File: config.mk
export PLATFORM = sky130hd
export DESIGN_NAME = alu_mc_unit
export DESIGN_NICKNAME = d
export VERILOG_FILES = /design/src/rtl/alu_mc_unit.sv
export SDC_FILE = /design/constraint.sdc
export NUM_CORES = 1
export LEC_CHECK = 0
export CAP_MARGIN = 5
export CORE_AREA = 2 2 197 199
export CTS_BUF_LIST = sky130_fd_sc_hd__clkbuf_4
export DETAILED_ROUTE_END_ITERATION = 7
export DIE_AREA = 0 0 199 201
export GPL_TIMING_DRIVEN = 0
export HOLD_SLACK_MARGIN = 0.1
export MAX_ROUTING_LAYER = met4
export PLACE_DENSITY_LB_ADDON = 0.1
export SYNTH_ARGS = -nofsm -noshare
export SYNTH_HDL_FRONTEND = slang
export SYNTH_SLANG_ARGS = --single-unit
File: constraint.sdc
create_clock -name clk -period 5 [get_ports clk]
set_input_delay 1.25 -clock clk [delete_from_list [all_inputs] [get_ports clk]]
set_output_delay 1.25 -clock clk [all_outputs]
set_load 0.005 [all_outputs]
File: src/rtl/alu_mc_unit.sv
// Registered, handshaked RV32 ALU with an iterative shift-add multiplier.
// Optional mulhu support is enabled by defining ALU_MULHU_EN.
module alu_mc_unit #(
  parameter int XLEN = 32
) (
  input  logic            clk,
  input  logic            rst_n,
  input  logic            in_valid,
  output logic            in_ready,
  input  logic [1:0]      ALUOp,
  input  logic [1:0]      funct7,
  input  logic [2:0]      funct3,
  input  logic [XLEN-1:0] op_a,
  input  logic [XLEN-1:0] op_b,
  output logic            out_valid,
  input  logic            out_ready,
  output logic [XLEN-1:0] result,
  output logic            branch_taken,
  output logic            illegal,
  output logic            busy
);

  localparam int SHW = $clog2(XLEN);
`ifdef ALU_MULHU_EN
  localparam int PW = 2 * XLEN;
`else
  localparam int PW = XLEN;
`endif

  typedef enum logic [1:0] {
    S_IDLE = 2'd0,
    S_MUL  = 2'd1,
    S_DONE = 2'd2
  } state_e;

  state_e            state_q, state_d;
  logic [XLEN-1:0]   result_q, result_d;
  logic              branch_q, branch_d;
  logic              illegal_q, illegal_d;
  logic [PW-1:0]     mcand_q, mcand_d;
  logic [XLEN-1:0]   mplier_q, mplier_d;
  logic [PW-1:0]     acc_q, acc_d;
  logic [SHW-1:0]    cnt_q, cnt_d;
  logic              hi_q, hi_d;

  logic [XLEN-1:0]   dec_res;
  logic              dec_br, dec_ill, dec_mul, dec_hi;
  logic [SHW-1:0]    shamt;
  logic              lt_s, lt_u, eq;
  logic [PW-1:0]     mul_sum;
  logic              accept;

  assign shamt   = op_b[SHW-1:0];
  assign lt_s    = $signed(op_a) < $signed(op_b);
  assign lt_u    = op_a < op_b;
  assign eq      = op_a == op_b;
  assign mul_sum = acc_q + (mplier_q[0] ? mcand_q : '0);

  assign out_valid    = (state_q == S_DONE);
  assign busy         = (state_q != S_IDLE);
  assign in_ready     = (state_q == S_IDLE) || ((state_q == S_DONE) && out_ready);
  assign accept       = in_valid && in_ready;
  assign result       = result_q;
  assign branch_taken = branch_q;
  assign illegal      = illegal_q;

  // NOTE: every variable gets a default before the case so no latch is inferred.
  always_comb begin
    dec_res = '0;
    dec_br  = 1'b0;
    dec_ill = 1'b0;
    dec_mul = 1'b0;
    dec_hi  = 1'b0;
    case (ALUOp)
      2'b01: begin
        dec_res = op_a - op_b;
        case (funct3)
          3'd0:    dec_br = eq;
          3'd1:    dec_br = !eq;
          3'd4:    dec_br = lt_s;
          3'd5:    dec_br = !lt_s;
          3'd6:    dec_br = lt_u;
          3'd7:    dec_br = !lt_u;
          default: dec_ill = 1'b1;
        endcase
      end
      2'b10: begin
        case ({funct7, funct3})
          5'b00000: dec_res = op_a + op_b;
          5'b10000: dec_res = op_a - op_b;
          5'b00100: dec_res = op_a ^ op_b;
          5'b00110: dec_res = op_a | op_b;
          5'b00111: dec_res = op_a & op_b;
          5'b00001: dec_res = op_a << shamt;
          5'b00101: dec_res = op_a >> shamt;
          5'b10101: dec_res = $signed(op_a) >>> shamt;
          5'b00010: dec_res = {{(XLEN-1){1'b0}}, lt_s};
          5'b00011: dec_res = {{(XLEN-1){1'b0}}, lt_u};
          5'b01000: dec_mul = 1'b1;
`ifdef ALU_MULHU_EN
          5'b01011: begin
            dec_mul = 1'b1;
            dec_hi  = 1'b1;
          end
`endif
          default:  dec_ill = 1'b1;
        endcase
      end
      default: dec_res = op_a + op_b;
    endcase
    // Illegal codes take the single-cycle path with cleared outputs.
    if (dec_ill) begin
      dec_res = '0;
      dec_br  = 1'b0;
    end
  end

  always_comb begin
    state_d   = state_q;
    result_d  = result_q;
    branch_d  = branch_q;
    illegal_d = illegal_q;
    mcand_d   = mcand_q;
    mplier_d  = mplier_q;
    acc_d     = acc_q;
    cnt_d     = cnt_q;
    hi_d      = hi_q;
    case (state_q)
      S_MUL: begin
        acc_d    = mul_sum;
        mcand_d  = mcand_q << 1;
        mplier_d = mplier_q >> 1;
        cnt_d    = cnt_q + SHW'(1);
        if (cnt_q == SHW'(XLEN - 1)) begin
          state_d   = S_DONE;
          result_d  = hi_q ? mul_sum[PW-1 -: XLEN] : mul_sum[XLEN-1:0];
          branch_d  = 1'b0;
          illegal_d = 1'b0;
        end
      end
      default: begin
        if (state_q == S_DONE && out_ready && !in_valid) begin
          state_d = S_IDLE;
        end
        if (accept) begin
          if (dec_mul) begin
            // Operands are captured so op_a/op_b may change during the iteration.
            state_d  = S_MUL;
            mcand_d  = PW'(op_a);
            mplier_d = op_b;
            acc_d    = '0;
            cnt_d    = '0;
            hi_d     = dec_hi;
          end else begin
            state_d   = S_DONE;
            result_d  = dec_res;
            branch_d  = dec_br;
            illegal_d = dec_ill;
          end
        end
      end
    endcase
  end

  // NOTE: sequential state uses non-blocking assignments; all registers, including
  // the multiplier datapath, are reset so a discarded operation leaves no residue.
  always_ff @(posedge clk or negedge rst_n) begin
    if (!rst_n) begin
      state_q   <= S_IDLE;
      result_q  <= '0;
      branch_q  <= 1'b0;
      illegal_q <= 1'b0;
      mcand_q   <= '0;
      mplier_q  <= '0;
      acc_q     <= '0;
      cnt_q     <= '0;
      hi_q      <= 1'b0;
    end else begin
      state_q   <= state_d;
      result_q  <= result_d;
      branch_q  <= branch_d;
      illegal_q <= illegal_d;
      mcand_q   <= mcand_d;
      mplier_q  <= mplier_d;
      acc_q     <= acc_d;
      cnt_q     <= cnt_d;
      hi_q      <= hi_d;
    end
  end

endmodule

==> metrics <==
reg2reg setup slack between 0.9 and 1 ns; FF-to-FF End result[30]; HPWL Detailed 70.5 mm; critical path type input port to register; Hold Crit Class input port to asynchronous set/reset pin; EDFF count, synth 0; count of hold-fix buffers inserted at cts 0; FF-to-FF path depth 12; Worst Skew 0.0351 ns; Post-Synth Adder-Cell Area 10.2%; post-synth top area share 20.4%; post-DR vias/cell between 6 and 7; WL final 88.9 mm; Synth Register Bits 137; Slew headroom between 10 and 15%; CTS tree done; ys async rst share 100%; Placer Congestion around 1.2; FP Rows 72; Setup violations, final 4; Yosys warnings 0; CP endpoint kind register; Worst EP arrival 5.66 ns; non-filler instance count after layout 2874; worst skew pair latency 0.71 ns; fmax approximately 0.2 GHz; GR Util All Layers 45.7%; multi-input logic area roughly 12000 um2; Power Density 298 nW/um2; Synth Area in XOR/XNOR under 10%; most common cell after layout, fill and taps aside nand2_1; fin area 19100 um2; Placed Instances 2835; setup ws final -0.110 ns; Pleak 8.52 nW; die span in y 201 um; crit path max fanout 10; Initial Utilization 44.0%; Post-Syn Area 16800 um2; post-DR wirelength/cell 30.9 um; instance area at placement 18600 um2; PortBufs 110; Max rail drop VDD 0.000174 V; Simple-Gate Fraction of Synth Area 21.5%; most frequent cells in the layout nand2_1 (370), nor2_1 (186), a21oi_1 (154); Final ANT Viol Nets 0; DRC viols 0; Layout area overhead 13.7%; status finished, violations left; Syn Nets 2416; grt ovf 0; leading area contributor after synthesis dfrtp_1; largest net degree at the start of global routing 86; initial antenna violation count 1; Crit path required time 5.55 ns; largest family of logic cells by synthesized area compound AO/OA/AOI/OAI gates; Yosys cell types 83; Synth area leaders dfrtp_1 (20%), ha_1 (9.8%), nand2_1 (8.3%); # IOs 112; Crit Reg-Reg Startpoint mplier_q[0]; unrepaired setup endpoints after global routing no; fin crit share 102%; clk sinks around 140; die area 40000 um2; Synth Area in Compound Gates 28.2%; worst slew pin tran 1.31 ns; Initial DRT Pass Iterations 8; pins over their slew limit 0; Initial DRC Count around 2400; Avg Inst Size Synth 7.61 um2; final core utilization 50.1%; Worst-path clk slew 0.15 ns; mux contribution to synthesized area 11.0%; crit path launch type input port; Final min period 5.11 ns; CTS H-tree depth 4; root buf cell clkbuf_4; Hold Vio Cnt, Final 0; vias in the first global route 18603; via count slightly below 20000; Max Cap Viol 0; first-pass GRT wire length 128 mm; Nets 2550; Fill cells 3879; cells after synthesis roughly 2200; core area ~38000 um2; Clock Tree Buf Depth 2; failing checks negative setup slack; Reg area between 3000 and 4000 um2; Inserted Clock Buffers 17; Post-synth top flop dfrtp_1; register area share after synthesis about a fifth; share of layout cells above drive strength 1 under 10%; die width 199 um
[repair_timing]
action / in CTS / in global routing
gates resized for setup: 26 / 34
setup endpoints to repair: 30 / 18
pin swaps: 0 / 6
setup buffers: 0 / 4
[per-stage QoR]
stage	worst slack (ns)	hold slack [ns]	setup TNS, ns	total power [mW]
floorplan	0.574	0.446	0	3.44
CTS	0.000652	0.416	0	5.58
global placement	-2.93	0.459	-438.49	4.71
finish	-0.110	0.484	-0.188	5.68
global route	0.0170	0.470	0	5.99
detailed placement	-1.98	0.467	-41.75	4.77
[critical path, stage by stage]
cell and delay (ns):
clkdlybuf4s50_1 0.50, buf_6 0.19, buf_2 0.36, buf_1 0.75, nor2_1 0.54, nor2_1 0.21
nor3_1 0.06, o21ai_0 0.51, nor2_1 0.10, a211oi_1 0.38, a31oi_1 0.20, o21ai_0 0.41
a31oi_1 0.14
[synth_stat cells (14+ instances only)]
| cell | number |
|---|---|
| mux4_2 | 39 |
| buf_2 | 22 |
| xor2_1 | 17 |
| nand2_1 | 370 |
| a31oi_1 | 30 |
| a22oi_1 | 69 |
| clkbuf_1 | 105 |
| a221o_1 | 16 |
| mux2i_1 | 49 |
| and2_1 | 38 |
| a21o_1 | 31 |
| inv_1 | 112 |
| nor2b_1 | 15 |
| nand3_1 | 48 |
| or3_1 | 17 |
| buf_1 | 25 |
| nor3_1 | 39 |
| a21oi_1 | 156 |
| o211ai_1 | 38 |
| o221ai_1 | 16 |
| nand4_1 | 14 |
| xnor2_1 | 20 |
| nor2_1 | 186 |
| o21ai_0 | 134 |
| and3_1 | 24 |
| o22ai_1 | 16 |
| ha_1 | 132 |
| a221oi_1 | 24 |
| nor4_1 | 16 |
| dfrtp_1 | 137 |
| a211oi_1 | 22 |
[flip-flops by register name (all words and copies together) (netlist names)]
name,count
acc_q,32
mcand_q,32
mplier_q,32
result,32
cnt_q,5
state_q,2
branch_taken,1
illegal,1
[cell type report]
class,instances,share of cell area (%)
diodes,3,0.0393
plain buffers,162,3.91
clock buffers,18,0.708
clock inverters,14,0.767
inverters,113,2.24
multi-input cells,1793,64.8
flip-flops and latches,137,18.0
well taps,518,3.40
repair buffers,116,6.15
[where the power goes]
group	internal, mW	total, mW	switching [mW]
logic	1.11	3.06	1.95
registers	1.52	1.83	0.307
clock network	0.304	0.789	0.484
[worst max path at each step]
stage | start | endpoint | slack, ns | cells past startpoint
after floorplan | op_b[2] | result[14] | 0.57 | 15
after global placement | rst_n | mplier_q[13] | -2.93 | 1
after detailed placement | op_b[1] | branch_taken | -1.98 | 15
after CTS | op_b[2] | result[21] | 0.0007 | 15
after global routing | op_b[0] | result[4] | 0.02 | 17
final | op_b[2] | result[6] | -0.11 | 13
[cells by family after synthesis]
kind of cell / count (synthesis)
xor gates and xnor gates: 37
adders and majority gates: 135
DFF: 137
AOI/OAI and AO/OA: 699
buffers and inverters: 276
and+or+nand+nor: 808
muxes: 114
[per-layer routing]
layer / wire, um / vias up / global-route usage [%]
met3: 10600 / 337 / 12.0
met2: 37700 / 1478 / 66.2
met1: 34600 / 9637 / 57.8
met5: 0 / - / -
li1: - / 8421 / -
met4: 6030 / 0 / 25.1
No activity file was read; power rests on OpenSTA's default activity.
